**src/rtl/if_fetch_stage.sv**
```systemverilog
// Instruction-fetch stage with IF/ID pipeline register for the 16-bit core.
// Owns the PC, a one-entry fetch buffer for words returning under hold, and HLT detection.
module if_fetch_stage #(
   parameter logic [15:0] RESET_PC   = 16'h0000,
   parameter logic [15:0] NOP_INSTR  = 16'h0000,
   parameter logic [3:0]  HLT_OPCODE = 4'hF
) (
   input  logic        clk,
   input  logic        rst,
   input  logic        stall,
   input  logic        control_stall,
   input  logic        if_id_flush,
   input  logic [15:0] br_target,
   output logic        imem_req,
   output logic [15:0] imem_addr,
   input  logic [15:0] imem_rdata,
   input  logic        imem_valid,
   output logic [15:0] if_id_instr,
   output logic [15:0] if_id_pc_plus2,
   output logic        if_id_valid,
   output logic        halted
);

   typedef enum logic [1:0] {
      ST_FETCH = 2'd0,
      ST_BUF   = 2'd1,
      ST_HALT  = 2'd2
   } state_t;

   state_t      state_reg, state_next;
   logic [15:0] pc_reg, pc_next;
   logic [15:0] buf_reg, buf_next;
   logic [15:0] instr_reg, instr_next;
   logic [15:0] pc_plus2_reg, pc_plus2_next;
   logic        valid_reg, valid_next;
   logic        halted_reg, halted_next;

   logic        hold;
   logic [15:0] pc_plus2;

   assign hold     = stall | control_stall;
   assign pc_plus2 = pc_reg + 16'd2;

   always_ff @(posedge clk or negedge rst) begin
      if (!rst) begin
         state_reg    <= ST_FETCH;
         pc_reg       <= RESET_PC;
         buf_reg      <= NOP_INSTR;
         instr_reg    <= NOP_INSTR;
         pc_plus2_reg <= 16'h0000;
         valid_reg    <= 1'b0;
         halted_reg   <= 1'b0;
      end else begin
         state_reg    <= state_next;
         pc_reg       <= pc_next;
         buf_reg      <= buf_next;
         instr_reg    <= instr_next;
         pc_plus2_reg <= pc_plus2_next;
         valid_reg    <= valid_next;
         halted_reg   <= halted_next;
      end
   end

   // Hold has priority over flush: a flush seen under hold belongs to an unresolved branch.
   always_comb begin
      state_next    = state_reg;
      pc_next       = pc_reg;
      buf_next      = buf_reg;
      instr_next    = instr_reg;
      pc_plus2_next = pc_plus2_reg;
      valid_next    = valid_reg;
      halted_next   = halted_reg;
      case (state_reg)
         ST_FETCH: begin
            if (hold) begin
               if (imem_valid) begin
                  buf_next   = imem_rdata;
                  state_next = ST_BUF;
               end
            end else if (if_id_flush) begin
               instr_next    = NOP_INSTR;
               pc_plus2_next = 16'h0000;
               valid_next    = 1'b0;
               pc_next       = br_target;
            end else if (imem_valid) begin
               instr_next    = imem_rdata;
               pc_plus2_next = pc_plus2;
               valid_next    = 1'b1;
               if (imem_rdata[15:12] == HLT_OPCODE) begin
                  state_next  = ST_HALT;
                  halted_next = 1'b1;
               end else begin
                  pc_next = pc_plus2;
               end
            end else begin
               instr_next    = NOP_INSTR;
               pc_plus2_next = pc_plus2;
               valid_next    = 1'b0;
            end
         end
         ST_BUF: begin
            if (!hold) begin
               state_next = ST_FETCH;
               if (if_id_flush) begin
                  instr_next    = NOP_INSTR;
                  pc_plus2_next = pc_plus2;
                  valid_next    = 1'b0;
                  pc_next       = br_target;
               end else begin
                  instr_next    = buf_reg;
                  pc_plus2_next = pc_plus2;
                  valid_next    = 1'b1;
                  if (buf_reg[15:12] == HLT_OPCODE) begin
                     state_next  = ST_HALT;
                     halted_next = 1'b1;
                  end else begin
                     pc_next = pc_plus2;
                  end
               end
            end
         end
         ST_HALT: begin
            if (!hold) begin
               instr_next    = NOP_INSTR;
               pc_plus2_next = pc_plus2;
               valid_next    = 1'b0;
               // A flush here means the HLT itself was fetched down a mispredicted path.
               if (if_id_flush) begin
                  state_next  = ST_FETCH;
                  halted_next = 1'b0;
                  pc_next     = br_target;
               end
            end
         end
         default: begin
            state_next = ST_FETCH;
         end
      endcase
   end

   // Gating with rst keeps the request low for the whole reset assertion.
   assign imem_req       = (state_reg == ST_FETCH) & rst;
   assign imem_addr      = pc_reg;
   assign if_id_instr    = instr_reg;
   assign if_id_pc_plus2 = pc_plus2_reg;
   assign if_id_valid    = valid_reg;
   assign halted         = halted_reg;

endmodule

```
**config.mk**
```make
export PLATFORM = sky130hd
export DESIGN_NAME = if_fetch_stage
export DESIGN_NICKNAME = d
export VERILOG_FILES = /design/src/rtl/if_fetch_stage.sv
export SDC_FILE = /design/constraint.sdc
export NUM_CORES = 1
export LEC_CHECK = 0
export ABC_AREA = 0
export BUFFER_PORTS_ARGS = -buffer_cell sky130_fd_sc_hd__buf_2
export CAP_MARGIN = 5
export CELL_PAD_IN_SITES_DETAIL_PLACEMENT = 0
export CELL_PAD_IN_SITES_GLOBAL_PLACEMENT = 1
export CORE_MARGIN = 5
export CORE_UTILIZATION = 40
export DETAILED_ROUTE_END_ITERATION = 10
export GPL_TIMING_DRIVEN = 0
export PLACE_DENSITY = 0.83
export REMOVE_ABC_BUFFERS = 1
export SLEW_MARGIN = 20
export SYNTH_ARGS = -nofsm -noshare
export SYNTH_HDL_FRONTEND = slang
export SYNTH_SLANG_ARGS = --single-unit
```
**constraint.sdc**
```tcl
create_clock -name clk -period 2.2 [get_ports clk]
set_input_delay 0.44 -clock clk [delete_from_list [all_inputs] [get_ports clk]]
set_output_delay 0.44 -clock clk [all_outputs]
set_load 0.05 [all_outputs]
```
== After elaboration in Yosys (flattened, before gate mapping) ==
Index checks and enable logic that the tools add are counted.
Storage, ports and cells
  flip-flop bits (word level): 68
  bits of input ports: 38
  output and inout port bits: 51
Operators by class
  $add $sub $neg: 1
  equal/unequal tests: 19
  muxes and demuxes: 49
  bitwise operators: 2
  reductions and logical operators: 10
Operators with widths (count)
  16-bit two-way mux: 18
  16-bit one-hot mux with 3 select lines: 2
  16-bit one-hot mux with 2 select lines: 1
  2-bit two-way mux: 10
  2-bit inequality test, second input constant: 10
  16-bit by 2-bit adder with 16-bit output, second input constant: 1
  1-bit two-way mux: 15
  3-bit inequality test, second input constant: 5
  10-bit AND reduction: 1
  4-bit == test, second input constant: 2
  8-bit AND reduction: 1
  1-bit one-hot mux with 3 select lines: 2
  2-bit one-hot mux with 3 select lines: 1
  3-bit AND reduction: 2
  6-bit AND reduction: 1
  4-bit AND reduction: 1
  3-bit nonzero test: 1
  2-bit by 1-bit == test with 1-bit output, second input constant: 1
  2-bit == test, second input constant: 1
  2-bit logical NOT: 1
  2-bit nonzero test: 1
  2-bit OR reduction: 1
  1-bit bitwise AND: 1
  1-bit bitwise OR: 1

== Longest topological paths before layout ==
  depth in word-level cells: 6
  mapped depth: 8

== Worst setup path before layout ==
OpenSTA, ideal clock, no wires.
  kind: register -> register
  from: register pc_reg[1], in the netlist imem_addr[1]
  to: register pc_reg[13], in the netlist imem_addr[13]
  library setup time: 0.128 ns
  data arrival time: 1.784 ns
  data required time: 2.072 ns
  setup slack: 0.288 ns
  cell stages (with the launch flop): 6
  buffers on the path: 0
  clock period less this slack: 1.912 ns
  path through: dfrtp_1 -> ha_1 -> and4_1 -> nand3_1 -> o32ai_1 -> a21oi_1
Between the ends
  longest elaborated chain between the ends: 6
Ends and longest elaborated chain
  start, declared: RTL line 31  | logic [15:0] pc_reg, pc_next;
  start signal, assigned: RTL line 55  | pc_reg <= pc_next;
  16-bit by 2-bit adder with 16-bit output (*): RTL line 42  | assign pc_plus2 = pc_reg + 16'd2;
  16-bit two-way mux: RTL line 89  | if (imem_rdata[15:12] == HLT_OPCODE) begin
  16-bit two-way mux: RTL line 85  | end else if (imem_valid) begin
  16-bit two-way mux: RTL line 80  | end else if (if_id_flush) begin
  16-bit two-way mux: RTL line 75  | if (hold) begin
  16-bit one-hot mux with 3 select lines (*): RTL line 73  | case (state_reg)
Every way passes the cells marked *; elsewhere a longest branch is shown, timed or not. The select of a mux whose other input is x is not followed.
A chain may end at the register's enable or synchronous reset.

== Final worst setup path ==
  from: register state_reg[1]
  to: output imem_req
Between the ends
  longest elaborated chain between the ends: 2
Ends and longest elaborated chain
  start, declared: RTL line 30  | state_t state_reg, state_next;
  start signal, assigned: RTL line 54  | state_reg <= state_next;
  2-bit logical NOT: RTL line 142  | assign imem_req = (state_reg == ST_FETCH) & rst;
  1-bit bitwise AND: RTL line 142
  end, declared: RTL line 14  | output logic imem_req,
No other way between the ends.

==> results_dict.tcl <==
set metrics [dict create \
    cp.required_ns 1.76 \
    yosysSeqAreaShare 0.488 \
    antenna_found_initial 0 \
    grt_overflow 0 \
    cp_top_family "flip-flops" \
    core_area_um2 8590 \
    place_area_um2 3990 \
    cts_root_buf "clkbuf_8" \
    routed_via_density 5.34 \
    rrSetupSlack_ns 0.11 \
    drt-total-wl_mm 9.23 \
    async_flop_share 1.00 \
    finalHoldViolCount 0 \
    end_kind "output port" \
    num-fill-cells 810 \
    min_path_type "input port to flop" \
    cp_max_fo 11 \
    dieArea_um2 10700 \
    design_area_um2 4390 \
    clock_latency_ns 0.34 \
    cpMaxStageDelayCell "dfrtp_1" \
    min_from "imem_rdata[0]" \
    timing.slew.headroom 0.476 \
    finalCritPeriodShare 0.983 \
    syn2layout_area_growth_pct 25.8 \
    nNetsFinal 482 \
    hpwl_mm 6.19 \
    synth_edf_count 0 \
    place.gp.congestion 0.814 \
    antenna_cells 0 \
    reg2reg_from "state_reg[1]" \
    synth_flop_cell "dfrtp_1" \
    clock_skew_ns 0.00681 \
    crit_path_max_incr_delay_ns 0.44 \
    syn_inst 348 \
    period_needed_ns 2.16 \
    clockBufferDepth 2 \
    grt_start_max_net_pins 54 \
    htree_levels 3 \
    wire_per_inst_um 16.7 \
    cts.sinks 68 \
    drcViolationCount 0 \
    synth.distinct_cells 44 \
    initial_core_util 0.406 \
    clk_pin_slew_ns 0.08 \
    dp_cells 527 \
    std_cell_rows 34 \
    cts_buffers 9 \
    via_count 2948 \
    startpoint "state_reg[1]" \
    synth-seq-cells 68 \
    grt_pass1_vias 2851 \
    status "complete, no violations" \
    critPathLaunchType "flop" \
    crit_buf_inv 2 \
    yosysWarnings 0 \
    grt_pass1_wl_mm 14.6 \
    die_x_um 103 \
    finalWorstSetupSlack_ns 0.0365 \
    layout_commonest_cell "buf_2" \
    cp.arrival_ns 1.72 \
    rsz0062_at_grt "yes" \
    place_ws_ns -0.514 \
    final_util 0.510 \
    cts_tree "yes" \
    drtIter0Drc 146 \
    tightest_slew_ns 0.785 \
    die_h_um 103 \
    fmax_ghz 0.462 \
    worstPathCellList "inv_1, ha_2, and2_1, buf_2" \
    io_pins 89 \
    drtPass1Iterations 4 \
    avgSynthCellArea_um2 10.0 \
    cap_violations 0 \
    synth_area_um2 3490 \
    drv_slew 0 \
    instances_no_fill 552 \
    port_buffers 88 \
    track_usage 0.177 \
    critical_path_class "flop to output port" \
    drive_gt1_frac 0.367 \
    layout_common_cells "buf_2 (87), dfrtp_1 (68), nand2_1 (43)" \
    ant_nets 0 \
    setup_violations 0 \
]
[metrics by stage]
step                      hold WS [ns]  TNS [ns]
after global placement           0.458    -21.88
final                            0.339         0
after detailed placement         0.332     -7.70
after CTS                        0.329  -0.00852
after floorplan                  0.144     -1.84
after global routing             0.345   -0.0324
[layer usage]
layer | GRT usage | wire, um | vias up
li1 | - | - | 1448
met1 | 0.247 | 4130 | 1409
met2 | 0.275 | 4490 | 82
met3 | 0.0295 | 496 | 9
met4 | 0.0657 | 108 | 0
met5 | 0 | 0 | -
[layout make-up]
type,instances,area [um^2],area share
Inverter,6,22.5,0.00513
Clock buffer,9,124,0.0282
Sequential cell,68,1700,0.388
Timing Repair Buffer,97,571,0.130
Tap cell,108,135,0.0308
Clock inverter,7,146,0.0334
Multi-Input combinational cell,257,1690,0.384
[synth_stat cells, types with 2 or more instances]
cell type,number,share of area
o22ai_1,8,0.014
dfrtp_1,68,0.49
and2_1,5,0.0090
buf_4,2,0.0043
mux2_2,16,0.052
nand4_1,4,0.0072
a31o_2,2,0.0050
a31oi_1,14,0.025
a21oi_1,22,0.032
and3_1,4,0.0072
nand2_1,43,0.046
nand2b_1,3,0.0054
nand3_1,8,0.011
o21ai_1,2,0.0029
or2_2,3,0.0054
and4_1,3,0.0075
mux2i_1,3,0.0086
buf_6,6,0.019
inv_1,6,0.0065
o211ai_1,3,0.0065
buf_2,7,0.010
o21ai_0,23,0.033
nor2_1,23,0.025
a21oi_2,14,0.035
ha_1,5,0.018
clkbuf_1,4,0.0043
xor2_1,10,0.025
a22oi_1,16,0.034
nor2_2,4,0.0072
xnor2_1,3,0.0075
[cell families after synthesis]
kind of cell    after synthesis  synth area share
fa+ha+maj                     5            0.0179
buf+inv                      25            0.0445
xor+xnor                     13            0.0327
compound gates              110             0.206
flops                        68             0.488
simple gates                108             0.150
mux                          19            0.0603
[worst paths after layout]
kind                       cells after the start           endpoint
max in group asynchronous                      3  if_id_pc_plus2[0]
min reg2reg                                    2  if_id_pc_plus2[6]
max                                            4           imem_req
min                                            2         buf_reg[0]
min in group asynchronous                      2  if_id_pc_plus2[9]
max reg2reg                                    6       imem_addr[7]
[repair_timing]
action | CTS | global route
setup endpoints to repair | 33 | 16
hold endpoints to repair | 15 | 0
buffers inserted | 2 | 4
hold buffers | 1 | 0
pin swaps | 1 | 3
cloned | 1 | 1
gates resized for setup | 4 | 0
Power is not shown: default switching activity piles up to over one toggle a cycle in this logic, so the estimate is an artifact.
